**src/rtl/lcd_bus_rx_if.sv**
```systemverilog
// lcd_bus_rx_if: 8080-style LCD write bus in, decoded pixel stream out
interface lcd_bus_rx_if #(
  parameter int X_W = 10,
  parameter int Y_W = 7
);
  logic [7:0]     i_lcd_data;
  logic           i_lcd_wr;
  logic           i_lcd_dc;
  logic           o_pix_valid;
  logic [X_W-1:0] o_pix_x;
  logic [Y_W-1:0] o_pix_y;
  logic [15:0]    o_pix_data;
  logic           o_frame_done;
  logic           o_err;
  modport master (
    output i_lcd_data, i_lcd_wr, i_lcd_dc,
    input  o_pix_valid, o_pix_x, o_pix_y, o_pix_data, o_frame_done, o_err
  );
  modport slave (
    input  i_lcd_data, i_lcd_wr, i_lcd_dc,
    output o_pix_valid, o_pix_x, o_pix_y, o_pix_data, o_frame_done, o_err
  );
endinterface

```
**src/rtl/lcd_bus_rx.sv**
```systemverilog
// lcd_bus_rx: decodes CASET/RASET/RAMWR from the LCD write bus into windowed RGB565 pixel strobes
module lcd_bus_rx #(
  parameter int H_ACTIVE = 320,
  parameter int V_ACTIVE = 96,
  parameter int X_W      = 10,
  parameter int Y_W      = 7
) (
  input logic         i_clk,
  input logic         i_res_n,
  lcd_bus_rx_if.slave bus
);
  typedef enum logic [2:0] {IDLE, CASET, RASET, RAMWR, IGNORE} state_t;
  state_t         state_q;
  logic [7:0]     r_data_q, hi_q;
  logic           r_dc_q, r_wr_q, wr_prev_q, phase_q;
  logic [2:0]     pidx_q;
  logic [23:0]    p_q;
  logic [15:0]    xs_q, xe_q, ys_q, ye_q, x_q, y_q;
  logic           pix_valid_q, frame_done_q, err_q;
  logic [X_W-1:0] pix_x_q;
  logic [Y_W-1:0] pix_y_q;
  logic [15:0]    pix_data_q;
  logic           acc, x_last, y_last, in_range, win_ok;
  logic [15:0]    par_end;
  assign acc      = r_wr_q & ~wr_prev_q;
  assign x_last   = x_q == xe_q;
  assign y_last   = y_q == ye_q;
  assign in_range = x_q < 16'(H_ACTIVE) && y_q < 16'(V_ACTIVE);
  assign par_end  = {p_q[7:0], r_data_q};
  assign win_ok   = p_q[23:8] <= par_end;
  always_ff @(posedge i_clk) begin
    if (!i_res_n) begin
      state_q      <= IDLE;
      r_data_q     <= '0;
      r_dc_q       <= 1'b0;
      r_wr_q       <= 1'b0;
      wr_prev_q    <= 1'b0;
      phase_q      <= 1'b0;
      hi_q         <= '0;
      pidx_q       <= '0;
      p_q          <= '0;
      xs_q         <= '0;
      xe_q         <= 16'(H_ACTIVE - 1);
      ys_q         <= '0;
      ye_q         <= 16'(V_ACTIVE - 1);
      x_q          <= '0;
      y_q          <= '0;
      pix_valid_q  <= 1'b0;
      frame_done_q <= 1'b0;
      err_q        <= 1'b0;
      pix_x_q      <= '0;
      pix_y_q      <= '0;
      pix_data_q   <= '0;
    end else begin
      r_data_q     <= bus.i_lcd_data;
      r_dc_q       <= bus.i_lcd_dc;
      r_wr_q       <= bus.i_lcd_wr;
      wr_prev_q    <= r_wr_q;
      pix_valid_q  <= 1'b0;
      frame_done_q <= 1'b0;
      err_q        <= 1'b0;
      if (acc && !r_dc_q) begin
        // a command abandons any half-received pixel
        pidx_q  <= '0;
        phase_q <= 1'b0;
        err_q   <= state_q == RAMWR && phase_q;
        state_q <= r_data_q == 8'h2A ? CASET :
                   r_data_q == 8'h2B ? RASET :
                   r_data_q == 8'h2C ? RAMWR : IGNORE;
        if (r_data_q == 8'h2C) begin
          x_q <= xs_q;
          y_q <= ys_q;
        end
      end else if (acc) begin
        case (state_q)
          CASET, RASET: begin
            if (pidx_q == 3'd4) err_q <= 1'b1;
            else begin
              p_q    <= {p_q[15:0], r_data_q};
              pidx_q <= pidx_q + 3'd1;
              if (pidx_q == 3'd3) begin
                if (!win_ok) err_q <= 1'b1;
                else if (state_q == CASET) begin
                  xs_q <= p_q[23:8];
                  xe_q <= par_end;
                end else begin
                  ys_q <= p_q[23:8];
                  ye_q <= par_end;
                end
              end
            end
          end
          RAMWR: begin
            phase_q <= ~phase_q;
            if (!phase_q) hi_q <= r_data_q;
            else begin
              pix_valid_q  <= in_range;
              pix_x_q      <= x_q[X_W-1:0];
              pix_y_q      <= y_q[Y_W-1:0];
              pix_data_q   <= {hi_q, r_data_q};
              frame_done_q <= x_last && y_last;
              x_q          <= x_last ? xs_q : x_q + 16'd1;
              y_q          <= !x_last ? y_q : y_last ? ys_q : y_q + 16'd1;
            end
          end
          IDLE: err_q <= 1'b1;
          default: ;
        endcase
      end
    end
  end
  assign bus.o_pix_valid  = pix_valid_q;
  assign bus.o_pix_x      = pix_x_q;
  assign bus.o_pix_y      = pix_y_q;
  assign bus.o_pix_data   = pix_data_q;
  assign bus.o_frame_done = frame_done_q;
  assign bus.o_err        = err_q;
endmodule

```
**src/flat_wrapper.sv**
```systemverilog
// flat-port wrapper written by rule: the top's interface ports become plain ports
module lcd_bus_rx_flat 
#(
  parameter int H_ACTIVE = 320,
  parameter int V_ACTIVE = 96,
  parameter int X_W      = 10,
  parameter int Y_W      = 7
)
  (i_clk, i_res_n, bus_i_lcd_data, bus_i_lcd_wr, bus_i_lcd_dc, bus_o_pix_valid, bus_o_pix_x, bus_o_pix_y, bus_o_pix_data, bus_o_frame_done, bus_o_err);
  lcd_bus_rx_if #(.X_W(X_W), .Y_W(Y_W)) bus_i ();
  input logic i_clk;
  input logic i_res_n;
  input wire logic [$bits(bus_i.i_lcd_data)-1:0] bus_i_lcd_data;
  input wire logic [$bits(bus_i.i_lcd_wr)-1:0] bus_i_lcd_wr;
  input wire logic [$bits(bus_i.i_lcd_dc)-1:0] bus_i_lcd_dc;
  output wire logic [$bits(bus_i.o_pix_valid)-1:0] bus_o_pix_valid;
  output wire logic [$bits(bus_i.o_pix_x)-1:0] bus_o_pix_x;
  output wire logic [$bits(bus_i.o_pix_y)-1:0] bus_o_pix_y;
  output wire logic [$bits(bus_i.o_pix_data)-1:0] bus_o_pix_data;
  output wire logic [$bits(bus_i.o_frame_done)-1:0] bus_o_frame_done;
  output wire logic [$bits(bus_i.o_err)-1:0] bus_o_err;
  assign bus_i.i_lcd_data = bus_i_lcd_data;
  assign bus_i.i_lcd_wr = bus_i_lcd_wr;
  assign bus_i.i_lcd_dc = bus_i_lcd_dc;
  assign bus_o_pix_valid = bus_i.o_pix_valid;
  assign bus_o_pix_x = bus_i.o_pix_x;
  assign bus_o_pix_y = bus_i.o_pix_y;
  assign bus_o_pix_data = bus_i.o_pix_data;
  assign bus_o_frame_done = bus_i.o_frame_done;
  assign bus_o_err = bus_i.o_err;
  lcd_bus_rx #(.H_ACTIVE(H_ACTIVE), .V_ACTIVE(V_ACTIVE), .X_W(X_W), .Y_W(Y_W)) u_core (.i_clk(i_clk), .i_res_n(i_res_n), .bus(bus_i));
endmodule
```
**config.mk**
```make
export PLATFORM = sky130hd
export DESIGN_NAME = lcd_bus_rx_flat
export DESIGN_NICKNAME = d
export VERILOG_FILES = /design/src/rtl/lcd_bus_rx_if.sv /design/src/rtl/lcd_bus_rx.sv /design/src/flat_wrapper.sv
export SDC_FILE = /design/constraint.sdc
export NUM_CORES = 1
export LEC_CHECK = 0
export CORE_MARGIN = 2
export CORE_UTILIZATION = 60
export CTS_CLUSTER_DIAMETER = 30
export DETAILED_ROUTE_END_ITERATION = 16
export HOLD_SLACK_MARGIN = 0.15
export PLACE_DENSITY = 0.81
export SLEW_MARGIN = 10
export SYNTH_ARGS = -nofsm -noshare
export SYNTH_HDL_FRONTEND = slang
export SYNTH_SLANG_ARGS = --single-unit
```
**constraint.sdc**
```tcl
create_clock -name i_clk -period 3.4 [get_ports i_clk]
set_clock_uncertainty 0.05 [all_clocks]
set_input_delay 0.34 -clock i_clk [delete_from_list [all_inputs] [get_ports i_clk]]
set_output_delay 0.34 -clock i_clk [all_outputs]
set_load 0.02 [all_outputs]
```
# Word-level counts from Yosys, hierarchy flattened
# Index checks and enable logic that the tools add are counted.
dict set report classes {
  addsub 3
  magnitude_cmp 3
  eq_ne 11
  muxes 22
  n_bitwise 9
  reduce_logical 22
}
# op count
set op_table {}
lappend op_table {{$mux 16} 13}
lappend op_table {{$add 16x1->16 const B} 2}
lappend op_table {{$eq 16x16->1} 2}
lappend op_table {{$eq 8x6->1 const B} 3}
lappend op_table {{$le 16x16->1} 1}
lappend op_table {{$lt 16x7->1 const B} 1}
lappend op_table {{$lt 16x9->1 const B} 1}
lappend op_table {{$reduce_and 4->1} 4}
lappend op_table {{$reduce_and 7->1} 2}
lappend op_table {{$eq 3x2->1 const B} 3}
lappend op_table {{$mux 3} 3}
lappend op_table {{$not 1->1} 8}
lappend op_table {{$reduce_bool 2->1} 4}
lappend op_table {{$mux 1} 5}
lappend op_table {{$reduce_and 5->1} 1}
lappend op_table {{$reduce_or 5->1} 1}
lappend op_table {{$logic_and 1x1->1} 4}
lappend op_table {{$reduce_or 2->1} 2}
lappend op_table {{$add 3x1->3 const B} 1}
lappend op_table {{$eq 3x1->1 const B} 1}
lappend op_table {{$eq 3x3->1 const B} 1}
lappend op_table {{$logic_not 3->1} 1}
lappend op_table {{$reduce_and 3->1} 1}
lappend op_table {{$ne 2x2->1 const B} 1}
lappend op_table {{other kinds (4)} 4}
dict set report totals {
  reg_bits 182
}

# Logic depth before layout (Yosys ltp)
# Gate-level depths: netlist (run 1).
dict set report depth {
  ltp_word 7
  ltp_mapped 12
  mapped_depth_nobuf 8
}

# Least setup slack after synthesis (run 1)
# No wires, ideal clock.
dict set report synth_path {
  path_kind {register to register}
  start {register u_core.r_data_q[1]}
  end {register u_core.xe_q[14]}
  arrival_ps 2346
  required_ps 3231
  path_slack_ps 885
  path_stages_with_launch 13
  period_less_slack_ps 2515
  path_cell_list {dfxtp_1 clkbuf_1 inv_1 ha_1 nor2b_1 o211ai_2 a21boi_1 o41a_1 buf_6 or2_1 buf_6 buf_6 mux2i_1}
}
dict set report synth_via {
  elab_chain_cells 2
}
# item line
set synth_lines {}
lappend synth_lines {{from (decl)} lcd_bus_rx.sv:14} ;# logic [7:0] r_data_q, hi_q;
lappend synth_lines {{from (signal assigned)} lcd_bus_rx.sv:55} ;# r_data_q <= bus.i_lcd_data;
lappend synth_lines {{$le 16x16->1} lcd_bus_rx.sv:30} ;# assign win_ok = p_q[23:8] <= par_end;
lappend synth_lines {{$reduce_and 7->1 (no line)} n/a}
lappend synth_lines {{to (signal assigned)} lcd_bus_rx.sv:43} ;# xe_q <= 16'(H_ACTIVE - 1);
lappend synth_lines {{to (signal assigned)} lcd_bus_rx.sv:85} ;# xe_q <= par_end;
lappend synth_lines {{to (decl)} lcd_bus_rx.sv:18} ;# logic [15:0] xs_q, xe_q, ys_q, ye_q, x_q, y_q;
# Every way passes these cells.
# A chain may end at the register's enable or synchronous reset.

# Worst setup path after layout (run 1)
dict set report layout_path {
  start {register u_core.p_q[6]}
  end {register u_core.xe_q[13]}
}
dict set report layout_via {
  elab_chain_cells 2
}
# item line
set layout_lines {}
lappend layout_lines {{from (decl)} lcd_bus_rx.sv:17} ;# logic [23:0] p_q;
lappend layout_lines {{from (signal assigned)} lcd_bus_rx.sv:79} ;# p_q <= {p_q[15:0], r_data_q};
lappend layout_lines {{$le 16x16->1} lcd_bus_rx.sv:30}
lappend layout_lines {{$reduce_and 7->1 (no line)} n/a}
# Every way passes these cells.

==> impl_results.md, run 1 <==
* Status: complete, no violations
* Top cell type by total area after synthesis: dfxtp_1
* Post-synthesis cell count at 984
* Hold depth at 3
* Critical Path AT at roughly 3.2 ns
* Post-synth design cell area at a little over 8000 um2
* Avg Vias per Cell at between 6 and 7
* CP startpoint kind: flip-flop
* Ys Warns at 0
* Reg2Reg Depth at 9
* Max Fclk at around 0.34 GHz
* HP Class: input pin to flip-flop
* Maximum clock insertion buffer count at 2
* Slew margin rel. at 39.7%
* Yosys top cell area share at 43.9%
* Remaining global-route overflow at 0
* Placer Congestion at 0.925
* Period utilization at a little under nine tenths
* Mux cell area share after synthesis at 8.44%
* Synth Area in Simple Gates at roughly 21%
* I/O Buffers at 47
* Synth Area per Inst at around 8.4 um2
* Clock root buffer: clkbuf_16
* Data required, critical path at ~3.7 ns
* Core area at 13400 um2
* Final Non-Filler Cells at between 1k and 1.5k
* Die Wd at 122 um
* R2R setup slack at 0.48 ns
* Chip height at 122 um
* Initial antenna violation count at 0
* End-of-flow core utilization at between 70% and 80%
* Worst setup margin at between 0.4 and 0.5 ns
* Final setup TNS at 0 ns
* Int Pwr at ~3.5 mW
* Fin crit period at 2.92 ns
* Critical-path cell list: inv_1 > ha_1 > nand4_2 > nor4_1 > a21boi_1 > o41a_1 > or2_1 > buf_4 > mux2i_1
* Final Max Tran Viols at 0
* Layout cell share with drive strength beyond 1 at between 7 and 8%
* Total power at between 4 and 5 mW
* Detailed placer's ending HPWL at between 15 and 20 mm
* Final-report hold violation count at 0
* Leak at 3.41 nW
* Synth Area in XOR/XNOR at ~4.4%
* Total Wirelength at between 20 and 25 mm
* Vias in the first global route at 6759
* Top routing layer in use: met4
* Initial drt markers at 852
* Unrepaired setup endpoints after global routing: no
* Fillers at 1018
* Clk slew on worst S/H paths at around 0.060 ns
* Hold_sp: i_res_n
* Final ANT Viol Nets at 0
* Crit path max fanout at 14
* Post-Synth Adder-Cell Area at 3.16%
* Total global-route track usage at 30.9%
* Synth Area in Compound Gates at 14.0%
* Syn nets at between 1k and 1.5k
* Switching power at just over 0.9 mW
* DRT Pass-1 Iters at 5
* Main combinational cell family by area after synthesis: simple AND/OR/NAND/NOR gates
* Met3 WL at ~1.8 mm
* Largest net degree at the start of global routing at 43
* Slowest cell delay on critical path at just under 0.6 ns
* CTS tree: yes
* First-pass GRT wire length at between 30 and 40 mm
* Flops & latches, synth at between 150 and 200
* Most area-consuming cells after synthesis: dfxtp_1 (44%), nand2_1 (11%), mux2i_1 (8.4%)
* Power share of the clock group at 47.9%
* Sw Ratio at 20.8%
* Register area at 3640 um2
* Area of the multi-input gates at roughly 4200 um2
* Hold buffer count at CTS at 0
* Seq/Total Area, Yosys at about 44%
* H-Tree Depth at 4
* Worst Hold Path EP: u_core.ys_q[15]
* CTS Sinks at roughly 180
* Kind of critical path: flip-flop to flip-flop
* Layout Nets at 1039
* Syn-to-layout area delta at 14.1%
* Routed len/inst at around 18 um
* Rows at 42
* Pre-CTS WS at between 0.5 and 0.6 ns
* Die area at between 10000 and 15000 um2
* WL met1 at just over 9 mm
* Post-synth EDFFs at 0
* Worst r2r src: u_core.p_q[6]
* Reg2reg end: u_core.xe_q[13]
* Primary FF master, synth: dfxtp_1
* Starting density of the core at approximately three fifths
* Pwr Density at 463 nW/um2
* DRC viols at 0
* Setup Buffers After CTS at 0
* Placed instance count at about 1.2k
* Worst-Skew Late Latency at about 0.44 ns
* Post-CTS resize count at 0
* Via count at just over 7k
* Combinational share of power at ~3.0%
* Crit end category: flip-flop
* Maxcap violations at 0
* Maximum vdd drop at a little under 0.4 mV
* Cell at the slowest stage of the critical path: o41a_1
* Tightest Pin Transition at around 0.90 ns
* Setup Viol. Count Final at 0
* Register share of total power at approximately 49%
* Io pins at 48
* WL met2 at roughly 10 mm
* CTS Buf Count at 17
* Synth cell types at 53
* Ys async rst share at 0%
* Diodes inserted at 0
power groups by stage:
| stage | registers [mW] | logic [mW] | clock network (mW) |
|---|---|---|---|
| floorplan | 2.19 | 0.0898 | 0 |
| global placement | 2.20 | 0.129 | 0 |
| detailed placement | 2.20 | 0.130 | 0 |
| CTS | 2.15 | 0.131 | 2.10 |
| global route | 2.15 | 0.143 | 2.21 |
| finish | 2.15 | 0.132 | 2.10 |
registers in the layout (all words and copies together) (netlist names), 3 cells and up:
name / cells
u_core.p_q: 24
u_core.bus.o_pix_data: 16
u_core.x_q: 16
u_core.xe_q: 16
u_core.xs_q: 16
u_core.y_q: 16
u_core.ye_q: 16
u_core.ys_q: 16
u_core.bus.o_pix_x: 10
u_core.hi_q: 8
u_core.r_data_q: 8
u_core.bus.o_pix_y: 7
u_core.pidx_q: 3
u_core.state_q: 3
synthesized netlist by cell type, types with 2 or more instances:
cell,instances
o21a_1,6
o41ai_1,3
nand3_1,14
clkbuf_1,41
xnor2_1,9
nor2_4,2
o211ai_2,4
nand2_1,235
a31oi_1,3
and2_1,15
nor4_1,15
and4_1,5
buf_4,3
buf_2,22
o211ai_1,6
a21oi_1,97
dfxtp_1,182
nor2_1,47
nand4_1,12
nor4b_1,2
nor3b_1,2
o221a_2,4
or2_2,2
o21ai_0,30
nand3b_1,3
xor2_1,33
inv_1,27
nor3b_2,2
buf_6,5
nor2b_1,4
a222oi_1,5
ha_1,21
o41a_1,7
nor3_1,7
o22ai_1,8
and3_1,8
or3_1,6
mux2i_1,70
o32ai_1,3
final cells by class:
type                       instances  share of cell area [%]
inverter                          27                    1.07
multi-input combinational        704                    44.5
sequential                       182                    38.4
clock buffer                      25                    5.12
clock inverter                     7                    1.49
timing repair buffer              74                    7.07
tap                              176                    2.32
stage by stage:
| stage | hold WS (ns) | area [um2] |
|---|---|---|
| after floorplan | 0.380 | 8310 |
| after global placement | 0.392 | 8850 |
| after detailed placement | 0.397 | 8850 |
| after global routing | 0.326 | 9480 |
| final | 0.309 | 9480 |
| after CTS | 0.301 | 9480 |
critical path, delay by kind of cell, from the launching register on:
family,cells,cell delay [ns]
buffers and inverters,2,0.27
DFF,1,0.37
muxes,1,0.27
AOI/OAI and AO/OA,2,0.80
and+or+nand+nor,3,0.74
adders and majority gates,1,0.33
layer usage:
layer  global-route usage [%]  vias up
li1                         -     3419
met1                     40.3     3447
met2                     48.6      288
met3                     7.96       52
met4                     13.7        0
met5                        0        -
kinds of logic after synthesis:
kind of cell             count (synthesis)
AND/OR/NAND/NOR                        384
flip-flops                             182
AO/OA/AOI/OAI                          187
multiplexers                            70
XOR/XNOR                                42
adder cells (fa/ha/maj)                 21
buffers and inverters                   98
worst max path at each step:
stage                       to          startpoint  slack (ns)  depth (start not counted)
6_report       u_core.xe_q[13]       u_core.p_q[6]        0.48                          9
5_1_grt        u_core.xe_q[13]       u_core.p_q[6]        0.34                          9
4_1_cts        u_core.xe_q[13]       u_core.p_q[6]        0.51                          9
3_3_place_gp    u_core.xs_q[4]  u_core.r_data_q[1]        0.65                          8
2_1_floorplan  u_core.xe_q[14]  u_core.r_data_q[1]        0.89                         12
3_5_place_dp    u_core.xs_q[6]  u_core.r_data_q[1]        0.58                          8
layout by cell type, fill, tap and decap left out, drive strengths merged, types with 8 or more instances in the layout:
cell type / instances
nor4: 15
buf: 28
o21ai: 31
nand2: 235
nand4: 13
dfxtp: 182
xor2: 33
mux2i: 70
clkdlybuf4s50: 46
xnor2: 9
inv: 28
and3: 8
o22ai: 8
o211ai: 10
and2: 15
nand3: 14
ha: 21
clkbuf: 25
a21oi: 98
nor2: 49
Note: power is estimated with default switching activity, not from simulation.
==> run 2: changes to the inputs <==
--- a/config.mk
+++ b/config.mk
@@ -5,12 +5,13 @@
 export SDC_FILE = /design/constraint.sdc
 export NUM_CORES = 1
 export LEC_CHECK = 0
+export ABC_AREA = 1
 export CORE_MARGIN = 2
-export CORE_UTILIZATION = 60
+export CORE_UTILIZATION = 59
 export CTS_CLUSTER_DIAMETER = 30
 export DETAILED_ROUTE_END_ITERATION = 16
 export HOLD_SLACK_MARGIN = 0.15
-export PLACE_DENSITY = 0.81
+export PLACE_DENSITY = 0.8
 export SLEW_MARGIN = 10
 export SYNTH_ARGS = -nofsm -noshare
 export SYNTH_HDL_FRONTEND = slang
==> impl_results.md, run 2 <==
* Status: complete, no violations
* Rows at 42 (unchanged)
* Worst setup margin at 0.663 ns (+0.183 ns)
* Most common cell after layout, fill and taps aside: nand2_1
* Maxcap violations at 0 (unchanged)
* H-Tree Depth at 4 (unchanged)
* Layout Nets at 1123 (+8.1%)
* Unrepaired setup endpoints after global routing: no
* Fin crit period at 2.74 ns (-0.183 ns)
* Primary FF master, synth: dfxtp_1
* Hold buffer count at CTS at 0 (unchanged)
* Placer Congestion at 0.914 (-1.2%)
* Largest net degree at the start of global routing at 73 (+70%)
* Avg Vias per Cell at 5.57 (-7.6%)
* Ys Warns at 0 (unchanged)
* First-pass GRT wire length at 33.8 mm (-4.2%)
* Synth cell types at 35 (-34%)
* DRT Pass-1 Iters at 5 (unchanged)
* Kind of critical path: flip-flop to flip-flop
* End-of-flow core utilization at 69.1% (-1.7 points)
* Clk slew on worst S/H paths at 0.07 ns (about the same)
* Core area at 13300 um2 (-0.39%)
* Max Fclk at 0.365 GHz (+6.7%)
* Vias in the first global route at 6532 (-3.4%)
* Syn nets at 1104 (+8.6%)
* Synth Area per Inst at 7.59 um2 (-10%)
* Die area at 14700 um2 (-0.48%)
* CP startpoint kind: flip-flop
* Critical Path AT at 2.97 ns (-0.24 ns)
* Routed len/inst at 16.2 um (-12%)
* Top cell type by total area after synthesis: dfxtp_1
* Design Area, Final at 9220 um2 (-2.7%)
* Slew margin rel. at 51.1% (+11 points)
* Most area-consuming cells after synthesis: dfxtp_1 (45%), nand2_1 (8.8%), a21oi_1 (8.5%)
* Top reg by flops: u_core.p_q
* Most frequent cells in the layout: nand2_1 (190), dfxtp_1 (182), a21oi_1 (138)
* Io pins at 48 (unchanged)
* DRC viols at 0 (unchanged)
* Period utilization at 80.5% (-5.4 points)
* Final setup TNS at 0 ns (unchanged)
* Setup Viol. Count Final at 0 (unchanged)
* Initial antenna violation count at 0 (unchanged)
* Post-synthesis cell count at 1071 (+8.8%)
* Flops & latches, synth at 182 (unchanged)
* Syn-to-layout area delta at 13.5%
* Most common cell in the netlist: nand2_1
* Max FFs per register at 24 (unchanged)
* Seq/Total Area, Yosys at 44.8% (+0.97 points)
* CTS tree: yes
* HP Class: input pin to flip-flop
* Post-DP Area at 8600 um2 (-2.8%)
* Pre-CTS WS at 0.740 ns (+0.160 ns)
* Post-synth EDFFs at 0 (unchanged)
* Worst-Skew Late Latency at 0.44 ns (about the same)
* Diodes inserted at 0 (unchanged)
* Hold_ws at 0.274 ns (-0.0348 ns)
* Crit end category: flip-flop
* Clock root buffer: clkbuf_16
* Remaining global-route overflow at 0 (unchanged)
* Final ANT Viol Nets at 0 (unchanged)
* Pwr Density at 473 nW/um2 (+2.3%)
* Post-synth design cell area at 8130 um2 (-2.2%)
* Crit path max fanout at 38 (+24)
* Total Wirelength at 20.7 mm (-5.6%)
* List of most frequent post-synthesis cells: nand2_1 (190), dfxtp_1 (182), a21oi_1 (138)
* Maximum vdd drop at 0.338 mV (-12%)
* CTS Buf Count at 17 (unchanged)
* Detailed placer's ending HPWL at 14.1 mm (-7.8%)
* Final Max Tran Viols at 0 (unchanged)
* Data required, critical path at 3.63 ns (-0.06 ns)
* Post-CTS resize count at 0 (unchanged)
* Chip height at 121 um (-0.24%)
* Maximum clock insertion buffer count at 2 (unchanged)
* Leak at 3.63 nW (+6.5%)
* Total global-route track usage at 29.6% (-1.4 points)
* Initial drt markers at 741 (-13%)
* Final-report hold violation count at 0 (unchanged)
* I/O Buffers at 47 (unchanged)
* Layout cell share with drive strength beyond 1 at 6.53% (-0.54 points)
* Tightest Pin Transition at 0.732 ns (-0.164 ns)
* Yosys top cell area share at 44.8% (+0.97 points)
* Die Wd at 121 um (-0.24%)
* Starting density of the core at 60.9% (-1.1 points)
* Ys async rst share at 0% (unchanged)
* Via count at 7126 (-1.1%)
* CTS Sinks at 182 (unchanged)
* Setup Buffers After CTS at 0 (unchanged)
run 2: cell types whose count changed after synthesis, moves of 18 or more:
cell / before / now
inv_1: 27 / 92
o21ai_0: 30 / 108
nor2_1: 47 / 98
nand3_1: 14 / 57
a21oi_1: 97 / 138
clkbuf_1: 41 / 23
xnor2_1: 9 / 29
nand2_1: 235 / 190
mux2i_1: 70 / 0
run 2: stage by stage:
| step | power (mW) | std cells |
|---|---|---|
| finish | 4.36 | 1279 |
| global route | 4.48 | 1279 |
| CTS | 4.38 | 1279 |
| detailed placement | 2.34 | 1247 |
| global placement | 2.34 | 1247 |
| floorplan | 2.30 | 1071 |
run 2: path summary, 6_finish.rpt:
kind	start	end	slack, ns	cells past startpoint
max	u_core.r_data_q[1]	u_core.ye_q[2]	0.66	16
min	i_res_n	u_core.xe_q[4]	0.27	2
max reg2reg	u_core.r_data_q[1]	u_core.ye_q[2]	0.66	16
min reg2reg	u_core.r_wr_q	u_core.wr_prev_q	0.38	2
run 2: cell type report:
| class | count | area, um2 |
|---|---|---|
| clock buffer | 19 | 453 |
| fill | 1091 | 4130 |
| sequential | 182 | 3640 |
| inverter | 100 | 375 |
| clock inverter | 13 | 168 |
| tap | 176 | 220 |
| timing repair buffer | 60 | 566 |
| multi-input combinational | 729 | 3800 |
run 2: per-layer routing:
metal	up-vias	track usage (%)	wire length, um
li1	3566	-	-
met1	3226	41.1	9190
met2	274	44.5	9170
met3	60	6.39	1680
met4	0	12.5	693
met5	-	0	0
run 2: critical path: stages (launching register included):
cell	delay, ns
dfxtp_1	0.34
clkinv_1	0.33
ha_1	0.43
nand2_1	0.07
nand2_1	0.05
nand2_1	0.05
nand2_1	0.05
nand2_1	0.05
nand2_1	0.04
nand2_1	0.05
nand2_1	0.09
a21oi_4	0.15
buf_4	0.28
nand2_1	0.08
buf_4	0.26
nand2_1	0.12
o211ai_1	0.09
run 2: logic make-up after synthesis:
family,after synthesis,synth area share [%]
AO/OA/AOI/OAI,277,18.3
buffers and inverters,160,8.44
adder cells (fa/ha/maj),21,3.23
XOR/XNOR,50,5.39
AND/OR/NAND/NOR,381,19.8
flip-flops,182,44.8
run 2: report_power, final:
part | internal (mW) | switching, mW | total (mW)
Clock | 1.21 | 0.860 | 2.07
Sequential | 2.14 | 0.0121 | 2.15
Combinational | 0.0433 | 0.101 | 0.144
Total | 3.39 | 0.973 | 4.36
